$ cat config.mk
export PLATFORM = sky130hd
export DESIGN_NAME = divider_datapath_flat
export DESIGN_NICKNAME = d
export VERILOG_FILES = /design/src/rtl/divider_pkg.sv /design/src/rtl/divider_datapath_if.sv /design/src/rtl/divider_addsub.sv /design/src/rtl/divider_datapath.sv /design/src/flat_wrapper.sv
export SDC_FILE = /design/constraint.sdc
export NUM_CORES = 1
export LEC_CHECK = 0
export CORE_MARGIN = 5
export CORE_UTILIZATION = 35
export CTS_CLUSTER_DIAMETER = 80
export DETAILED_ROUTE_END_ITERATION = 10
export MAX_ROUTING_LAYER = met4
export PLACE_DENSITY = 0.64
export SYNTH_ARGS = -nofsm -noshare
export SYNTH_HDL_FRONTEND = slang
export SYNTH_SLANG_ARGS = --single-unit
$ cat constraint.sdc
create_clock -name clk -period 3.8 [get_ports clk]
set_input_delay 0.76 -clock clk [delete_from_list [all_inputs] [get_ports clk]]
set_output_delay 0.76 -clock clk [all_outputs]
set_load 0.01 [all_outputs]
$ cat src/rtl/divider_pkg.sv
// Shared definitions for the shift/add-subtract divider.
// Controller and datapath agree on the sel encoding here.
package divider_pkg;

  localparam int DEFAULT_WIDTH = 8;

  typedef enum logic [1:0] {
    SEL_HOLD   = 2'b00,
    SEL_ALU    = 2'b01,
    SEL_IDLE   = 2'b10,
    SEL_COMMIT = 2'b11
  } sel_e;

endpackage

$ cat src/rtl/divider_datapath_if.sv
// Result handshake between the divider datapath and its consumer.
// master drives the result, slave accepts it with out_ready.
interface divider_datapath_if
  import divider_pkg::*;
#(
  parameter int WIDTH = DEFAULT_WIDTH
);

  logic [WIDTH-1:0] quotient;
  logic [WIDTH-1:0] remainder;
  logic             out_valid;
  logic             out_ready;

  modport master (
    output quotient,
    output remainder,
    output out_valid,
    input  out_ready
  );

  modport slave (
    input  quotient,
    input  remainder,
    input  out_valid,
    output out_ready
  );

endinterface

$ cat src/rtl/divider_addsub.sv
// Combinational adder/subtractor, modulo 2^W.
// Used for the iteration step and the final restore.
module divider_addsub #(
  parameter int W = 9
) (
  input  logic [W-1:0] a,
  input  logic [W-1:0] b,
  input  logic         add,
  output logic [W-1:0] sum
);

  assign sum = add ? (a + b) : (a - b);

endmodule

$ cat src/rtl/divider_datapath.sv
// Divider datapath: D/Q/R working registers plus result register.
// Optional DIVIDER_DIV_ZERO_DETECT_EN adds dz and zero-forced results.
module divider_datapath
  import divider_pkg::*;
#(
  parameter int WIDTH = DEFAULT_WIDTH
) (
  input  logic             clk,
  input  logic             reset,
  input  logic [WIDTH-1:0] dividend,
  input  logic [WIDTH-1:0] divisor,
  input  logic             load,
  input  logic [1:0]       sel,
  input  logic             shift,
  input  logic             inbit,
  input  logic             add,
  output logic             sign,
  output logic             overrun,
`ifdef DIVIDER_DIV_ZERO_DETECT_EN
  output logic             dz,
`endif
  divider_datapath_if.master res
);

  logic [WIDTH-1:0] d_q, d_d;
  logic [WIDTH-1:0] q_q, q_d;
  logic [WIDTH:0]   r_q, r_d;
  logic [WIDTH-1:0] quo_q, quo_d;
  logic [WIDTH-1:0] rem_q, rem_d;
  logic             vld_q, vld_d;
  logic             ovr_q, ovr_d;
  logic [WIDTH:0]   r_sh;
  logic [WIDTH:0]   alu_a;
  logic [WIDTH:0]   alu_sum;
  logic [WIDTH:0]   fix_sum;
  logic             fix_unused;
  logic             commit;
  logic             force_zero;

  assign r_sh       = {r_q[WIDTH-1:0], q_q[WIDTH-1]};
  assign alu_a      = shift ? r_sh : r_q;
  assign commit     = !load && (sel == SEL_COMMIT);
  assign fix_unused = fix_sum[WIDTH];

  divider_addsub #(.W(WIDTH+1)) u_alu (
    .a   (alu_a),
    .b   ({1'b0, d_q}),
    .add (add),
    .sum (alu_sum)
  );

  divider_addsub #(.W(WIDTH+1)) u_fix (
    .a   (r_q),
    .b   ({1'b0, d_q}),
    .add (1'b1),
    .sum (fix_sum)
  );

`ifdef DIVIDER_DIV_ZERO_DETECT_EN
  logic dz_q, dz_d;

  assign dz_d       = load ? (divisor == '0) : dz_q;
  assign force_zero = dz_q;
  assign dz         = dz_q;

  always_ff @(posedge clk or negedge reset) begin
    if (!reset) dz_q <= 1'b0;
    else        dz_q <= dz_d;
  end
`else
  assign force_zero = 1'b0;
`endif

  always_comb begin
    d_d = d_q;
    q_d = q_q;
    r_d = r_q;
    if (load) begin
      d_d = divisor;
      q_d = dividend;
      r_d = '0;
    end else begin
      if (shift) q_d = {q_q[WIDTH-2:0], inbit};
      if (sel == SEL_ALU) r_d = alu_sum;
      else if (shift)     r_d = r_sh;
    end
  end

  always_comb begin
    quo_d = quo_q;
    rem_d = rem_q;
    vld_d = vld_q;
    ovr_d = ovr_q;
    if (commit) begin
      quo_d = q_q;
      rem_d = r_q[WIDTH] ? fix_sum[WIDTH-1:0] : r_q[WIDTH-1:0];
      if (force_zero) begin
        quo_d = '0;
        rem_d = '0;
      end
      vld_d = 1'b1;
      // overwriting an unaccepted result is sticky until reset
      if (vld_q && !res.out_ready) ovr_d = 1'b1;
    end else if (res.out_ready) begin
      vld_d = 1'b0;
    end
  end

  always_ff @(posedge clk or negedge reset) begin
    if (!reset) begin
      d_q   <= '0;
      q_q   <= '0;
      r_q   <= '0;
      quo_q <= '0;
      rem_q <= '0;
      vld_q <= 1'b0;
      ovr_q <= 1'b0;
    end else begin
      d_q   <= d_d;
      q_q   <= q_d;
      r_q   <= r_d;
      quo_q <= quo_d;
      rem_q <= rem_d;
      vld_q <= vld_d;
      ovr_q <= ovr_d;
    end
  end

  assign sign          = r_q[WIDTH];
  assign overrun       = ovr_q;
  assign res.quotient  = quo_q;
  assign res.remainder = rem_q;
  assign res.out_valid = vld_q;

endmodule

$ cat src/flat_wrapper.sv
// flat-port wrapper written by rule: the top's interface ports become plain ports
module divider_datapath_flat import divider_pkg::*;
#(
  parameter int WIDTH = DEFAULT_WIDTH
)
  (clk, reset, dividend, divisor, load, sel, shift, inbit, add, sign, overrun, res_quotient, res_remainder, res_out_valid, res_out_ready);
  divider_datapath_if #(.WIDTH(WIDTH)) res_i ();
  input  logic clk;
  input  logic reset;
  input  logic [WIDTH-1:0] dividend;
  input  logic [WIDTH-1:0] divisor;
  input  logic load;
  input  logic [1:0] sel;
  input  logic shift;
  input  logic inbit;
  input  logic add;
  output logic sign;
  output logic overrun;
  output wire logic [$bits(res_i.quotient)-1:0] res_quotient;
  output wire logic [$bits(res_i.remainder)-1:0] res_remainder;
  output wire logic [$bits(res_i.out_valid)-1:0] res_out_valid;
  input wire logic [$bits(res_i.out_ready)-1:0] res_out_ready;
  assign res_quotient = res_i.quotient;
  assign res_remainder = res_i.remainder;
  assign res_out_valid = res_i.out_valid;
  assign res_i.out_ready = res_out_ready;
  divider_datapath #(.WIDTH(WIDTH)) u_core (.clk(clk), .reset(reset), .dividend(dividend), .divisor(divisor), .load(load), .sel(sel), .shift(shift), .inbit(inbit), .add(add), .sign(sign), .overrun(overrun), .res(res_i));
endmodule
==> metrics <==
Routed Antenna Nets=0; R2R depth=10; worst-skew pair later-pin latency=300 ps; most frequent cells in the layout=dfrtp_1 (43), clkdlybuf4s50_1 (42), nand2_1 (30); GRT Residual Overflow=0; P_leak=1.415 nW; Tot GR Track Use=13.45%; Clock Tree Root=clkbuf_8; CP Class=in -> reg; diode count=0; CTS-repair resized insts=0; initial core utilization=36.14%; Arr. time, crit path=3450 ps; # rows=31; port bufs=43; fmax=0.3045 GHz; Worst-Margin Slew=956.2 ps; Final Max Slew Viols=0; vias in the first global route=2113; GP Congestion=0.8386; status=finished, final reports clean; Post-DP Area=3167 µm²; count of maximum capacitance violations=0; Peak VDD IR=0.1576 mV; Critical Path, Cell by Cell=clkdlybuf4s50_1, buf_4, mux2_2, ha_1, o21ai_0, or2b_2, o311a_1, or4_1, o21ai_1, nor3_1; crit path max fanout=12; total stage count of the critical path=10; initial antenna violation count=0; Seq/Total Area, Yosys=40.84%; H-tree level count=2; height of the die=96.77 µm; Final Hold Viols=0; # nets final=352; Crit. End Element=flop; Min-Delay Path Class=reg -> reg; top cell type by total area after synthesis=dfrtp_1; DPL Wire Length=4.439 mm; slew margin rel.=36.25%; Via density=4.961; largest net degree at the start of global routing=44; synthesized area=2635 µm²; Netlist cell types=38; CP delay by family, top=buffers and inverters; post-CTS setup buffer count=0; CTS Buf Count=5; worst path required time=3970 ps; RSZ-0062 raised after global routing=false; Reg clk slew, reported paths=90 ps; DRC=0; commonest non-fill, non-tap cell in the layout=dfrtp_1; Ys Warns=0; post-synth top area share=40.84%; hold path cells=2; PD cells=406.5 nW/µm²; core area=7292 µm²; Critical-path top delay cell=clkdlybuf4s50_1; drt first pass iters=4; synthesized netlist net count=310; share of layout cells above drive strength 1=11.94%; syn avg cell area=9.869 µm²; Die X-Extent=96.77 µm; Syn Inst Count=267; Final Cycle Share=86.41%; first-pass GRT wire length=10.24 mm; Area growth syn-to-layout=23.41%; post-layout minimum cycle time=3284 ps; TritonCTS Sinks=43; clk buf depth=2; I/O pin count=44; hold buffers post-CTS=0; WL per Instance=14.07 µm; worst clock skew=8.457 ps; fin area=3252 µm²; vias after detailed routing=2029; WP buf/inv=2; register bit count reported by yosys=43; total die area=9363 µm²; final setup fails=0; initial detailed-routing violation count=83; CP peak stage delay=610 ps; top cells by area, synth=dfrtp_1 (41%), mux2_2 (10%), ha_1 (7.6%); setup TNS=0 ps; drt total wl=5.755 mm; Worst setup SP type=input pin; CTS tree=built
-- cell type report --
class                      instances  area (µm²)
clock buffer                       6       72.57
clock inverter                     2       12.51
fill                             742        4040
inverter                           8       30.03
multi-input combinational        204        1481
sequential                        43        1076
tap                               99       123.9
timing repair buffer              47       455.4
-- cell families after synthesis --
group	count (synthesis)	share of synthesized area, %
and+or+nand+nor	73	12.96
xor gates and xnor gates	15	4.986
buffers and inverters	20	2.944
DFF	43	40.84
adders and majority gates	18	9.117
AOI/OAI and AO/OA	60	13.58
muxes	38	15.57
-- worst min-delay path, cell delays in order (launching register included) --
cell	delay, ps
dfrtp_1	350
nand2_1	40
o21ai_0	60
-- sequential cells by signal (all words and copies together), names as in the netlist --
name                  flops
u_core.r_q                9
u_core.d_q                8
u_core.q_q                8
u_core.res.quotient       8
u_core.res.remainder      8
u_core.overrun            1
u_core.res.out_valid      1
-- Yosys cell counts, drive strengths merged --
cell	n
dfrtp	43
nand2	30
o21ai	25
mux2	24
ha	16
a21oi	15
mux2i	14
nor2	14
nor3	9
clkbuf	8
inv	8
xor2	8
xnor2	7
a211oi	5
nand2b	5
buf	4
nand3	3
nor2b	3
nor3b	3
o21bai	3
a21o	2
a31oi	2
fa	2
or4	2
a2111o	1
a2bb2oi	1
a311o	1
and2	1
nand3b	1
nor4	1
o2111ai	1
o211ai	1
o21a	1
o22ai	1
o311a	1
or2b	1
-- through the flow --
step	instances	hold WS, ps	worst slack [ps]	power, mW	util (%)
after floorplan	267	464.4	519.2	0.8613	-
after global placement	401	457.6	225.8	1.034	43.43
after detailed placement	401	470.1	209.3	1.045	43.43
after CTS	409	492.5	514.5	1.344	44.60
after global routing	409	503.0	349.5	1.420	44.60
final	409	483.9	516.3	1.322	44.60
-- metal layers --
metal	vias to the layer above	GRT usage [%]	routed length, µm
li1	1031	-	-
met1	957	18.53	2867
met2	33	20.12	2628
met3	8	2.230	165
met4	0	4.536	93
met5	-	-	0
-- power breakdown --
part           internal [mW]  switching, mW  total (mW)  leakage (nW)
Combinational          0.246          0.202       0.448         0.832
Sequential             0.524         0.0587       0.583         0.542
Clock                  0.129          0.163       0.291        0.0412
-- final timing paths --
kind | start | to | slack, ps
worst min register to register | u_core.res.remainder[3]$_DFFE_PN0P_ | u_core.res.remainder[3]$_DFFE_PN0P_ | 480
min in group asynchronous | reset | u_core.res.quotient[2]$_DFFE_PN0P_ | 610
worst min-delay path | u_core.res.remainder[3]$_DFFE_PN0P_ | u_core.res.remainder[3]$_DFFE_PN0P_ | 480
worst max-delay path | shift | u_core.r_q[7]$_DFF_PN0_ | 520
worst max register to register | u_core.d_q[1]$_DFFE_PN0P_ | u_core.r_q[7]$_DFF_PN0_ | 830
max in group asynchronous | reset | u_core.r_q[2]$_DFF_PN0_ | 2600
(Power assumes the default switching activity.)
